<file path="config.mk">
export PLATFORM = sky130hd
export DESIGN_NAME = fxp_partial_accumulator
export DESIGN_NICKNAME = d
export VERILOG_FILES = /design/src/rtl/fxp_partial_accumulator.sv
export SDC_FILE = /design/constraint.sdc
export NUM_CORES = 2
export LEC_CHECK = 0
export ABC_AREA = 0
export BUFFER_PORTS_ARGS = -buffer_cell sky130_fd_sc_hd__buf_2
export CAP_MARGIN = 10
export CORE_AREA = 2 2 372 374
export DETAILED_ROUTE_END_ITERATION = 6
export DIE_AREA = 0 0 374 376
export GPL_ROUTABILITY_DRIVEN = 0
export GPL_TIMING_DRIVEN = 0
export PLACE_DENSITY = 0.72
export RECOVER_POWER = 100
export SLEW_MARGIN = 20
export SYNTH_ARGS = -nofsm -noshare
export SYNTH_HDL_FRONTEND = slang
export SYNTH_HIERARCHICAL = 1
export SYNTH_SLANG_ARGS = --single-unit
export TNS_END_PERCENT = 5
</file>
<file path="constraint.sdc">
create_clock -name clk -period 4.8 [get_ports clk]
set_input_delay 0.48 -clock clk [delete_from_list [all_inputs] [get_ports clk]]
set_output_delay 0.48 -clock clk [all_outputs]
set_load 0.02 [all_outputs]
</file>
<file path="src/rtl/fxp_partial_accumulator.sv">
// Accumulates a sequence of ROWS x COLS partial-product tiles into one saturated
// fixed-point result tile, with per-beat alignment shift and valid/ready on both sides.

module fxp_pacc_lane #(
    parameter int W2        = 16,
    parameter int ACC_WIDTH = 28,
    parameter int FRAC_BITS = 8
) (
    input  logic [W2-1:0]        term_i,
    input  logic                 shift_i,
    input  logic                 first_i,
    input  logic [ACC_WIDTH-1:0] acc_i,
    output logic [ACC_WIDTH-1:0] acc_next_o,
    output logic [W2-1:0]        clamp_o,
    output logic                 sat_o
);
    logic signed [ACC_WIDTH-1:0] ext, term;
    logic [ACC_WIDTH-W2:0]       hi;

    assign ext        = {{(ACC_WIDTH-W2){term_i[W2-1]}}, term_i};
    assign term       = shift_i ? (ext <<< FRAC_BITS) : ext;
    assign acc_next_o = first_i ? term : acc_i + term;

    // Result fits in W2 bits only when every bit above the result sign matches it.
    assign hi      = acc_next_o[ACC_WIDTH-1:W2-1];
    assign sat_o   = !((&hi) | ~(|hi));
    assign clamp_o = !sat_o ? acc_next_o[W2-1:0] :
                     acc_next_o[ACC_WIDTH-1] ? {1'b1, {(W2-1){1'b0}}} : {1'b0, {(W2-1){1'b1}}};
endmodule

module fxp_partial_accumulator #(
    parameter int WIDTH     = 8,
    parameter int ROWS      = 4,
    parameter int COLS      = 4,
    parameter int FRAC_BITS = 8,
    parameter int ACC_WIDTH = 2*WIDTH+FRAC_BITS+4,
    parameter int CNT_W     = 4
) (
    input  logic                         clk,
    input  logic                         _reset,
    input  logic                         in_valid,
    output logic                         in_ready,
    input  logic [ROWS*COLS*2*WIDTH-1:0] in_data,
    input  logic                         in_shift,
    input  logic                         in_first,
    input  logic                         in_last,
    output logic                         out_valid,
    input  logic                         out_ready,
    output logic [ROWS*COLS*2*WIDTH-1:0] out_data,
    output logic                         out_sat,
    output logic [CNT_W-1:0]             out_terms
);
    localparam int W2 = 2*WIDTH;
    localparam int N  = ROWS*COLS;

    typedef enum logic [1:0] {IDLE, ACC, OUT} state_t;

    state_t                       state_q;
    logic [N-1:0][ACC_WIDTH-1:0]  acc_q, acc_d;
    logic [N-1:0][W2-1:0]         term_tile, clamp_d, out_data_q;
    logic [N-1:0]                 sat_d;
    logic [CNT_W-1:0]             cnt_q, cnt_d, out_terms_q;
    logic                         in_ready_q, out_valid_q, out_sat_q;
    logic                         accept, first_eff;

    assign term_tile = in_data;
    assign accept    = in_valid & in_ready_q;
    // A beat arriving in IDLE always starts a fresh accumulation.
    assign first_eff = (state_q == IDLE) | in_first;
    assign cnt_d     = first_eff ? CNT_W'(1) : ((&cnt_q) ? cnt_q : cnt_q + CNT_W'(1));

    for (genvar e = 0; e < N; e++) begin : g_lane
        fxp_pacc_lane #(.W2(W2), .ACC_WIDTH(ACC_WIDTH), .FRAC_BITS(FRAC_BITS)) u_lane (
            .term_i    (term_tile[e]),
            .shift_i   (in_shift),
            .first_i   (first_eff),
            .acc_i     (acc_q[e]),
            .acc_next_o(acc_d[e]),
            .clamp_o   (clamp_d[e]),
            .sat_o     (sat_d[e])
        );
    end

    always_ff @(posedge clk or negedge _reset) begin
        if (!_reset) begin
            state_q     <= IDLE;
            acc_q       <= '0;
            cnt_q       <= '0;
            in_ready_q  <= 1'b0;
            out_valid_q <= 1'b0;
            out_data_q  <= '0;
            out_sat_q   <= 1'b0;
            out_terms_q <= '0;
        end else begin
            case (state_q)
                IDLE, ACC: begin
                    in_ready_q <= 1'b1;
                    if (accept) begin
                        acc_q <= acc_d;
                        cnt_q <= cnt_d;
                        if (in_last) begin
                            state_q     <= OUT;
                            in_ready_q  <= 1'b0;
                            out_valid_q <= 1'b1;
                            out_data_q  <= clamp_d;
                            out_sat_q   <= |sat_d;
                            out_terms_q <= cnt_d;
                        end else begin
                            state_q <= ACC;
                        end
                    end
                end
                OUT: begin
                    if (out_ready) begin
                        state_q     <= IDLE;
                        out_valid_q <= 1'b0;
                        in_ready_q  <= 1'b1;
                    end
                end
                default: state_q <= IDLE;
            endcase
        end
    end

    assign in_ready  = in_ready_q;
    assign out_valid = out_valid_q;
    assign out_data  = out_data_q;
    assign out_sat   = out_sat_q;
    assign out_terms = out_terms_q;
endmodule
</file>
==> key figures <==
Run status
  • Outcome: finished, violations left
  • Failing checks: DRC, capacitance limit, slew limit, setup timing

Timing
  • Final WS setup: -243 ps
  • Tcrit/Tclk final: 105%
  • RSZ-0062 raised after global routing: yes
  • Max-slew violations: 205
  • Hold_ws: between 30 and 40 ps
  • Maximum clock frequency: 198 MHz
  • Slew headroom: -60.1%
  • Worst Tran Pin Value: 2400 ps
  • Fin Clk Skew: between 30 and 40 ps
  • Min Tclk post-route: 5040 ps
  • Final Hold Vio Count: 0
  • # setup viols final: 4

Floorplan
  • Row count: 136
  • Die area: between 0.1 and 0.15 mm²
  • Chip height: 376 µm
  • Starting Density: 51.5%
  • IO Pins: 526
  • Die Wd: around 370 µm
  • Core ar.: 0.137 mm²

Yosys
  • Mapped cell area: 0.0704 mm²
  • Syn nets: approximately 10,000
  • Yosys reg bits: 717
  • Seq/Total Area, Yosys: 25.5%
  • Post-synth EDFFs: 0
  • Synth Flop Type: dfrtp_1
  • Mapped Cells: between 9,000 and 10,000
  • Async SR Flop Fraction: 100%
  • Ys Warns: 6
  • Synth area leader: dfrtp_1
  • Area contributors post-synth: dfrtp_1 (25%), nand2_1 (12%), ha_1 (7.7%)
  • Netlist cell types: 116
  • Synth top area share: 25.5%
  • Mapped Avg Cell Area: 7.69 µm²

Power
  • Tot Pwr: ~44,000 µW
  • Max VDD drop: 0.000363 V
  • Leakage power: 0.0375 µW
  • PwrDens: approximately 550 mW/mm²

GRT
  • Pin count of the biggest net entering global routing: 97
  • Total grt overflow: 0
  • Total Routing Usage GR: 33.9%
  • First-pass GRT wire length: 385 mm
  • Initial antenna violation count: 32
  • Vias in the first global route: 69,200

CTS
  • CTS tree: yes
  • CTS Buffer Depth: 3
  • H-tree depth: 3
  • Clock Latency Late Sink: ~710 ps
  • Clock transition at path regs: 60 ps
  • CTS buffer count: 89
  • Clock sink count: about 720
  • Root Buffer: clkbuf_16

Detailed routing
  • Routed wire length per instance: 21.2 µm
  • Initial DRT Pass Iterations: 7
  • Detail Route Antenna Nets: 0
  • Initial DRC Count: approximately 8,400
  • Via count: 73,600
  • Vias/cell: 6.29
  • Remaining routing DRC violations: 4
  • Final WL: 248 mm

Critical path
  • Required time of the critical path: 5370 ps
  • Crit. End Element: flip-flop
  • Crit path kind: in -> reg
  • Crit path launch type: input port
  • WP data arrival: 5610 ps
  • Worst-path maximum fanout: 10

Place
  • DP Cell Count: around 11,000
  • Post-Place Setup Slack: -2480 ps
  • HPWL Detailed: 188 mm
  • Buffers added on ports: 525
  • Cell Area, Placed: 0.0757 mm²

Finish
  • Most common cell after layout, fill and taps aside: nand2_1
  • Most frequent cells in the layout: nand2_1 (2,270), dfrtp_1 (717), a21oi_1 (602)
  • Share of layout cells above drive strength 1: 15.0%
  • # fillers: 12,700
  • Non-filler cells in the finished layout: roughly 12,000
  • Final Net Count: 10,500
  • Syn-to-layout area delta: 12.5%
  • Final Cell Area: between 0.07 and 0.08 mm²

Hold path
  • HP Class: in -> reg

Job
  • MaxCap Viol Count: 3
==> worst paths after layout <==
path                            depth (start not counted)  slack, ps       start             to
worst max register to register                         14       -170  state_q[1]        out_sat
worst min register to register                          2        480  acc_q[331]     acc_q[331]
worst max-delay path                                   19       -240    in_shift        out_sat
worst min-delay path                                    2         30     in_last     state_q[0]
max in group asynchronous                               4        650      _reset  out_data[155]
min in group asynchronous                               2        760      _reset     acc_q[408]
==> state kept, by name (all words and copies together) (netlist names) <==
name and count:
acc_q 448, out_data 256, cnt_q 4, out_terms 4
state_q 2, in_ready 1, out_sat 1, out_valid 1
==> cell type report <==
type / count / area [µm²] / share of cell area, %
diodes: 24 / 60.1 / 0.0758
plain buffers: 547 / 3060 / 3.86
clock buffers: 112 / 2470 / 3.11
clock inverters: 47 / 642 / 0.810
inverters: 449 / 1690 / 2.13
multi-input cells: 7430 / 48100 / 60.7
flip-flops and latches: 717 / 17900 / 22.6
well taps: 1794 / 2240 / 2.83
repair buffers: 584 / 3010 / 3.80
==> logic make-up (layout without fill, tap and decap cells) <==
kind of cell / count (synthesis) / after routing / synth area share (%)
AO/OA/AOI/OAI: 2141 / 2142 / 21.4
XOR/XNOR: 295 / 295 / 3.67
adder cells (fa/ha/maj): 449 / 449 / 8.15
buffers and inverters: 1014 / 1739 / 6.68
flip-flops: 717 / 717 / 25.5
multiplexers: 492 / 492 / 7.64
other: 0 / 24 / 0
AND/OR/NAND/NOR: 4052 / 4052 / 27.0
==> critical path, stage by stage <==
cell	delay, ps
buf_16	160
buf_16	210
clkbuf_16	190
buf_6	150
mux2i_2	290
inv_1	70
ha_1	400
and4_1	280
nand3_1	100
o211a_2	340
a32oi_1	220
a32oi_1	160
or4_1	560
or3_4	370
or4_1	510
mux2_4	340
nor4_4	400
and4_1	240
o21ai_0	70
==> power breakdown <==
group / internal (µW) / switching [µW]
Sequential: 8500 / 1670
Combinational: 9330 / 17200
Clock: 4350 / 2920
==> routing by layer <==
| layer | vias up | wire length [µm] | track usage [%] |
|---|---|---|---|
| met5 | - | 82 | 0 |
| met4 | 14 | 14700 | 17.4 |
| met3 | 842 | 24000 | 7.16 |
| met2 | 3946 | 110000 | 53.8 |
| met1 | 34800 | 99100 | 43.5 |
| li1 | 34000 | - | - |
==> stage by stage <==
| step | util, % | TNS [ps] |
|---|---|---|
| final | 58.0 | -474 |
| after global routing | 58.0 | -3670 |
| after CTS | 58.2 | -20.2 |
| after detailed placement | 55.4 | -299770 |
| after global placement | 55.1 | -9992400 |
| after floorplan | - | 0 |
==> Yosys cell counts (37+ instances only) <==
cell and number:
and3_1 95, a221o_1 47, o21ai_1 91, mux2_2 365
buf_2 192, a21o_1 110, buf_6 79, ha_1 433
nand2b_1 64, nand2_1 2270, xor2_1 158, nor2_1 425
nor4_1 49, a211oi_1 103, and2_1 37, o221ai_1 45
nand4_1 300, a22oi_1 65, xnor2_1 137, mux2i_1 127
nand3_1 181, a21oi_1 607, clkbuf_1 226, a31oi_1 57
dfrtp_1 717, inv_1 432, buf_1 51, o211ai_1 116
nor3_1 128, a22oi_2 83, nor2b_1 206, o21ai_0 387
==> timing repair <==
action	in CTS	in global routing
cloned	6	0
resized for setup	96	44
hold endpoints to repair	75	0
setup endpoints to repair	245	139
hold buffers	1	0
pin swaps	36	5
buffers inserted	36	5
No activity file was read; power rests on OpenSTA's default activity.
